<file path="src/rtl/sysid_check_pkg.sv">
// Shared types and constants for the sysid checker: FSM states, status word layout,
// host address map and the status packing helper.
package sysid_check_pkg;

  typedef enum logic [2:0] {
    StIdle = 3'd0,
    StRdId = 3'd1,
    StRdTs = 3'd2,
    StEval = 3'd3,
    StWait = 3'd4
  } state_e;

  localparam int unsigned StatIdOkBit   = 0;
  localparam int unsigned StatIdFailBit = 1;
  localparam int unsigned StatBusyBit   = 2;
  localparam int unsigned StatRetryLsb  = 8;
  localparam int unsigned RetryW        = 4;
  localparam int unsigned WaitCntW      = 24;

  localparam logic [1:0] AddrId     = 2'd0;
  localparam logic [1:0] AddrTs     = 2'd1;
  localparam logic [1:0] AddrStatus = 2'd2;
  localparam logic [1:0] AddrRsvd   = 2'd3;

  function automatic logic [31:0] pack_status(input logic              ok,
                                              input logic              fail,
                                              input logic              busy,
                                              input logic [RetryW-1:0] retry);
    logic [31:0] s;
    s                           = '0;
    s[StatIdOkBit]              = ok;
    s[StatIdFailBit]            = fail;
    s[StatBusyBit]              = busy;
    s[StatRetryLsb +: RetryW]   = retry;
    return s;
  endfunction

endpackage

</file>
<file path="src/rtl/sysid_rr_arb.sv">
// Two-requester round-robin arbiter for the shared sysid port. Priority only
// flips when both sides request in the same cycle; the checker wins first.
module sysid_rr_arb (
  input  logic clk_i,
  input  logic rst_i,
  input  logic req_chk_i,
  input  logic req_host_i,
  output logic gnt_chk_o,
  output logic gnt_host_o
);

  // ptr_q = 1 means the host holds priority on the next conflict.
  logic ptr_q, ptr_d;
  logic conflict;

  always_comb begin
    conflict   = req_chk_i & req_host_i;
    gnt_chk_o  = req_chk_i & (~req_host_i | ~ptr_q);
    gnt_host_o = req_host_i & (~req_chk_i | ptr_q);
    ptr_d      = conflict ? ~ptr_q : ptr_q;
  end

  always_ff @(posedge clk_i or posedge rst_i) begin
    if (rst_i) begin
      ptr_q <= 1'b0;
    end else begin
      ptr_q <= ptr_d;
    end
  end

endmodule

</file>
<file path="src/rtl/sysid_check_ctrl.sv">
// Periodically reads the sysid slave (ID and timestamp), compares against expected
// values with retry/sticky-fail tracking, and shares the sysid port with a host reader.
module sysid_check_ctrl
  import sysid_check_pkg::*;
#(
  parameter logic [31:0] EXPECTED_ID    = 32'd0,
  parameter logic [31:0] EXPECTED_TS    = 32'd1543892682,
  parameter int unsigned RECHECK_CYCLES = 1_000_000,
  parameter int unsigned MAX_RETRIES    = 3
) (
  input  logic        clock,
  input  logic        reset,
  input  logic [1:0]  host_address,
  input  logic        host_read,
  output logic        host_waitrequest,
  output logic [31:0] host_readdata,
  output logic        host_readdatavalid,
  output logic        sid_address,
  input  logic [31:0] sid_readdata,
  output logic        id_ok,
  output logic        id_fail,
  output logic        check_busy
);

  localparam logic [WaitCntW-1:0] RecheckLoad = WaitCntW'(RECHECK_CYCLES);
  localparam logic [WaitCntW-1:0] WaitOne     = WaitCntW'(1);
  localparam logic [RetryW-1:0]   MaxRetry    = RetryW'(MAX_RETRIES);
  localparam logic [RetryW-1:0]   RetryOne    = RetryW'(1);

  state_e              state_q, state_d;
  logic                id_ok_q, id_ok_d;
  logic                id_fail_q, id_fail_d;
  logic [RetryW-1:0]   retry_q, retry_d;
  logic [WaitCntW-1:0] wait_cnt_q, wait_cnt_d;
  logic [31:0]         id_word_q, id_word_d;
  logic [31:0]         ts_word_q, ts_word_d;
  logic [31:0]         rdata_q, rdata_d;
  logic                rvalid_q, rvalid_d;

  logic              chk_req, host_req;
  logic              gnt_chk, gnt_host;
  logic              host_accept;
  logic              words_match;
  logic [RetryW-1:0] retry_inc;
  logic [31:0]       status_word;

  sysid_rr_arb u_arb (
    .clk_i      (clock),
    .rst_i      (reset),
    .req_chk_i  (chk_req),
    .req_host_i (host_req),
    .gnt_chk_o  (gnt_chk),
    .gnt_host_o (gnt_host)
  );

  // Port sharing: only ID/timestamp host reads compete for the sysid slave.
  always_comb begin
    check_busy       = (state_q == StRdId) || (state_q == StRdTs);
    chk_req          = check_busy;
    host_req         = host_read & ~host_address[1];
    host_waitrequest = host_req & ~gnt_host;
    host_accept      = host_read & ~host_waitrequest;
    if (gnt_host) begin
      sid_address = host_address[0];
    end else begin
      sid_address = gnt_chk & (state_q == StRdTs);
    end
  end

  always_comb begin
    words_match = (id_word_q == EXPECTED_ID) && (ts_word_q == EXPECTED_TS);
    retry_inc   = (retry_q >= MaxRetry) ? MaxRetry : (retry_q + RetryOne);
    status_word = pack_status(id_ok_q, id_fail_q, check_busy, retry_q);
  end

  // Checker FSM next state.
  always_comb begin
    state_d    = state_q;
    id_ok_d    = id_ok_q;
    id_fail_d  = id_fail_q;
    retry_d    = retry_q;
    wait_cnt_d = wait_cnt_q;
    id_word_d  = id_word_q;
    ts_word_d  = ts_word_q;

    unique case (state_q)
      StIdle: begin
        state_d = StRdId;
      end
      StRdId: begin
        if (gnt_chk) begin
          id_word_d = sid_readdata;
          state_d   = StRdTs;
        end
      end
      StRdTs: begin
        if (gnt_chk) begin
          ts_word_d = sid_readdata;
          state_d   = StEval;
        end
      end
      StEval: begin
        if (words_match) begin
          id_ok_d    = 1'b1;
          retry_d    = '0;
          wait_cnt_d = RecheckLoad;
          state_d    = StWait;
        end else begin
          id_ok_d = 1'b0;
          retry_d = retry_inc;
          if (retry_inc == MaxRetry) begin
            id_fail_d  = 1'b1;
            wait_cnt_d = RecheckLoad;
            state_d    = StWait;
          end else begin
            state_d = StRdId;
          end
        end
      end
      StWait: begin
        // Counter was loaded on entry, so a load of N spends exactly N cycles here.
        if (wait_cnt_q != '0) begin
          wait_cnt_d = wait_cnt_q - WaitOne;
        end
        if (wait_cnt_q <= WaitOne) begin
          state_d = StRdId;
        end
      end
      default: begin
        state_d = StIdle;
      end
    endcase
  end

  // Host read data path: one-cycle registered response.
  always_comb begin
    rvalid_d = host_accept;
    rdata_d  = rdata_q;
    if (host_accept) begin
      case (host_address)
        AddrId, AddrTs: rdata_d = sid_readdata;
        AddrStatus:     rdata_d = status_word;
        default:        rdata_d = '0;
      endcase
    end
  end

  always_ff @(posedge clock or posedge reset) begin
    if (reset) begin
      state_q    <= StIdle;
      id_ok_q    <= 1'b0;
      id_fail_q  <= 1'b0;
      retry_q    <= '0;
      wait_cnt_q <= '0;
      id_word_q  <= '0;
      ts_word_q  <= '0;
      rdata_q    <= '0;
      rvalid_q   <= 1'b0;
    end else begin
      state_q    <= state_d;
      id_ok_q    <= id_ok_d;
      id_fail_q  <= id_fail_d;
      retry_q    <= retry_d;
      wait_cnt_q <= wait_cnt_d;
      id_word_q  <= id_word_d;
      ts_word_q  <= ts_word_d;
      rdata_q    <= rdata_d;
      rvalid_q   <= rvalid_d;
    end
  end

  assign id_ok              = id_ok_q;
  assign id_fail            = id_fail_q;
  assign host_readdata      = rdata_q;
  assign host_readdatavalid = rvalid_q;

endmodule
</file>
<file path="config.mk">
export PLATFORM = sky130hd
export DESIGN_NAME = sysid_check_ctrl
export DESIGN_NICKNAME = d
export VERILOG_FILES = /design/src/rtl/sysid_check_pkg.sv /design/src/rtl/sysid_rr_arb.sv /design/src/rtl/sysid_check_ctrl.sv
export SDC_FILE = /design/constraint.sdc
export NUM_CORES = 1
export LEC_CHECK = 0
export ABC_AREA = 1
export CORE_AREA = 5 5 115 117
export DETAILED_ROUTE_END_ITERATION = 8
export DIE_AREA = 0 0 120 122
export MAX_ROUTING_LAYER = met4
export PLACE_DENSITY = 0.73
export RECOVER_POWER = 25
export SETUP_SLACK_MARGIN = 0.02
export SYNTH_ARGS = -nofsm -noshare
export SYNTH_HDL_FRONTEND = slang
export SYNTH_SLANG_ARGS = --single-unit
</file>
<file path="constraint.sdc">
create_clock -name clock -period 7.6 [get_ports clock]
set_clock_uncertainty 0.1 [all_clocks]
set_input_delay 1.52 -clock clock [delete_from_list [all_inputs] [get_ports clock]]
set_output_delay 1.52 -clock clock [all_outputs]
set_load 0.1 [all_outputs]
</file>
==> results.sh <==
export IMPL_die_height_um=122
export IMPL_port_buffer_count=74
export IMPL_setup_viol=0
export IMPL_antenna_found_initial=0
export IMPL_final_max_slew_viol_count=46
export IMPL_r2r_cells=9
export IMPL_yosysUniqueCellTypes=31
export IMPL_clkTransAtPathRegs_ns=0.05
export IMPL_clock_latency_ns=0.42
export IMPL_overflow=0
export IMPL_synth_top_area_cell="dfrtp_1"
export IMPL_cp_data_required_time_ns=5.98
export IMPL_yosysWarningCount=0
export IMPL_drive_gt1_share_pct=7.59
export IMPL_seq_area_frac_synth_pct=54.3
export IMPL_hold_path_class="flip-flop to flip-flop"
export IMPL_rrSetupSlack_ns=5.26
export IMPL_worst_pin_slew_ns=2.01
export IMPL_place_ws_ns=1.79
export IMPL_die_area_um2=14600
export IMPL_violations="capacitance limit, slew limit"
export IMPL_hold_violations=0
export IMPL_synth_seq_cells=131
export IMPL_power_density_nw_per_um2=430
export IMPL_vias=4958
export IMPL_clock_fmax_mhz=171
export IMPL_ios=75
export IMPL_cts_max_path_buffers=2
export IMPL_period_share_pct=76.9
export IMPL_wl_met2_um=6520
export IMPL_stdcell_area_um2=7420
export IMPL_crit_path_end_kind="output pin"
export IMPL_wl_met3_um=622
export IMPL_r2r_end="wait_cnt_q[12]"
export IMPL_synth_nets=787
export IMPL_avgRoutedWirePerCell_um=13.7
export IMPL_core_area_um2=12300
export IMPL_setup_ws_ns=1.75
export IMPL_drtIter0Drc=484
export IMPL_placed_area_um2=6870
export IMPL_fp_dieW_um=120
export IMPL_total_power_uw=3190
export IMPL_maxUsedRoutingLayer="met4"
export IMPL_antenna_violating_nets_post_route=0
export IMPL_hold_depth=2
export IMPL_grt_total_usage_pct=19.9
export IMPL_dr_pass1_iters=7
export IMPL_path_class="primary input to output pin"
export IMPL_ctsResizeCount=0
export IMPL_arrival_ns=4.23
export IMPL_syn_area_um2=6030
export IMPL_drc=0
export IMPL_clock_root_buffer="clkbuf_16"
export IMPL_initial_core_util_pct=49.2
export IMPL_grt_pass1_wl_um=22700
export IMPL_final_nets=862
export IMPL_ir_drop_mv=0.427
export IMPL_synth_cells=746
export IMPL_drt_total_wl_um=13400
export IMPL_slew_headroom_pct=-34.9
export IMPL_synth_top_area_share_pct=54.3
export IMPL_postCtsHoldBufs=0
export IMPL_clock_sinks=131
export IMPL_rsz0062_at_grt="false"
export IMPL_hp_start="wait_cnt_q[1]"
export IMPL_status="finished with violations"
export IMPL_row_count=41
export IMPL_nFillCells=1077
export IMPL_cts_setup_buffers=0
export IMPL_antennaDiodeCount=0
export IMPL_area_growth_pct=23.0
export IMPL_via_per_inst=5.06
export IMPL_r2r_start="retry_q[0]"
export IMPL_grt_max_degree=88
export IMPL_finalSetupTns_ns=0
export IMPL_grt_pass1_vias=4887
export IMPL_cts_buffers=17
export IMPL_synth_area_per_cell_um2=8.09
export IMPL_worstSetupStartpointType="primary input"
export IMPL_cp_max_fo=65
export IMPL_finalCriticalPeriod_ns=5.85
export IMPL_p_leak_uw=0.00368
export IMPL_finalWeightedCongestion=0.858
export IMPL_wl_met1_um=6000
export IMPL_cts_htree_levels=4
export IMPL_tritoncts="built"
export IMPL_synth_area_leaders="dfrtp_1, nand2_1, o21ai_0, inv_1, nor2_1"
export IMPL_maxCapViolCount=1
export IMPL_hpwl_um=9240
export IMPL_min_to="wait_cnt_q[1]"
stage by stage:
stage	utilization [%]	instances	hold WS [ns]
final	60.5	980	0.380
after global routing	60.5	980	0.402
after CTS	60.6	980	0.381
after detailed placement	56.0	952	0.364
after global placement	56.0	952	0.366
after floorplan	-	746	0.349
state kept, by name, indices dropped and copies added, names as in the netlist:
signal / flops
retry_q: 4
id_word_q: 32
ts_word_q: 32
state_q: 3
id_fail: 1
host_readdatavalid: 1
id_ok: 1
host_readdata: 32
u_arb.ptr_q: 1
wait_cnt_q: 24
Yosys cell counts (all sizes together):
cell type,n
buf,17
nand4,7
o22ai,7
nor4,1
nand3b,2
clkinv,1
nand3,23
xor2,5
clkbuf,4
o21a,2
dfrtp,131
nor2,91
nand2,235
a21oi,4
o21ai,107
inv,100
nor3,5
ha,4
kinds of logic after synthesis:
family	count (synthesis)	share of synthesized area [%]
buffers and inverters	122	8.32
and+or+nand+nor	364	25.5
AOI/OAI and AO/OA	120	10.3
xor gates and xnor gates	5	0.726
adders and majority gates	4	0.830
DFF	131	54.3
cell type report:
cell class                      count  area (um^2)  share of cell area (%)
Multi-Input combinational cell    493         2250                    30.3
Clock inverter                      5         78.8                    1.06
Clock buffer                       23          478                    6.44
Inverter                          101          384                    5.18
Sequential cell                   131         3280                    44.2
Timing Repair Buffer               77          763                    10.3
Tap cell                          150          188                    2.53
routing by layer:
metal	vias up	track usage (%)
li1	2464	-
met1	2343	24.6
met2	123	32.1
met3	28	5.06
met4	0	7.09
met5	-	-
worst max-delay path, cell delays in order:
cell,delay (ns)
clkdlybuf4s50_1,0.58
nor2_2,0.26
nand2_1,0.14
nand4_1,0.09
buf_4,0.45
o21ai_0,0.16
clkdlybuf4s50_1,1.00
how the worst max path moves through the flow:
stage | start | to | slack, ns
global placement | host_address[1] | sid_address | 1.82
floorplan | host_address[1] | sid_address | 1.77
global route | host_address[1] | sid_address | 1.52
finish | host_address[1] | sid_address | 1.75
detailed placement | host_address[1] | sid_address | 1.79
CTS | host_address[1] | sid_address | 1.75
layout by cell type, fill, tap and decap left out:
| master | instances |
|---|---|
| nand2_1 | 226 |
| dfrtp_1 | 131 |
| o21ai_0 | 100 |
| inv_1 | 90 |
| nor2_1 | 80 |
| clkdlybuf4s50_1 | 73 |
| nand3_1 | 21 |
| clkbuf_16 | 17 |
| nor2_2 | 8 |
| inv_2 | 8 |
| nand4_1 | 7 |
| o22ai_1 | 7 |
| o21ai_1 | 6 |
| nand2_2 | 5 |
| nor3_1 | 5 |
| xor2_1 | 5 |
| nand2_4 | 4 |
| ha_1 | 4 |
| a21oi_1 | 3 |
| clkbuf_1 | 3 |
| clkbuf_8 | 3 |
| buf_4 | 3 |
| clkinvlp_2 | 2 |
| nor2_4 | 2 |
| nand3_2 | 2 |
| o21a_1 | 2 |
| nand3b_1 | 2 |
| bufinv_16 | 2 |
| clkinv_2 | 2 |
| nor2_8 | 1 |
| inv_4 | 1 |
| a21oi_2 | 1 |
| o21ai_2 | 1 |
| nor4_1 | 1 |
| clkinv_4 | 1 |
| dlygate4sd3_1 | 1 |
power breakdown:
group | leakage (uW) | switching [uW] | internal [uW]
logic | 0.00176 | 935 | 343
registers | 0.00164 | 161 | 966
clock network | 0.000275 | 282 | 500
Note: power is estimated with default switching activity, not from simulation.
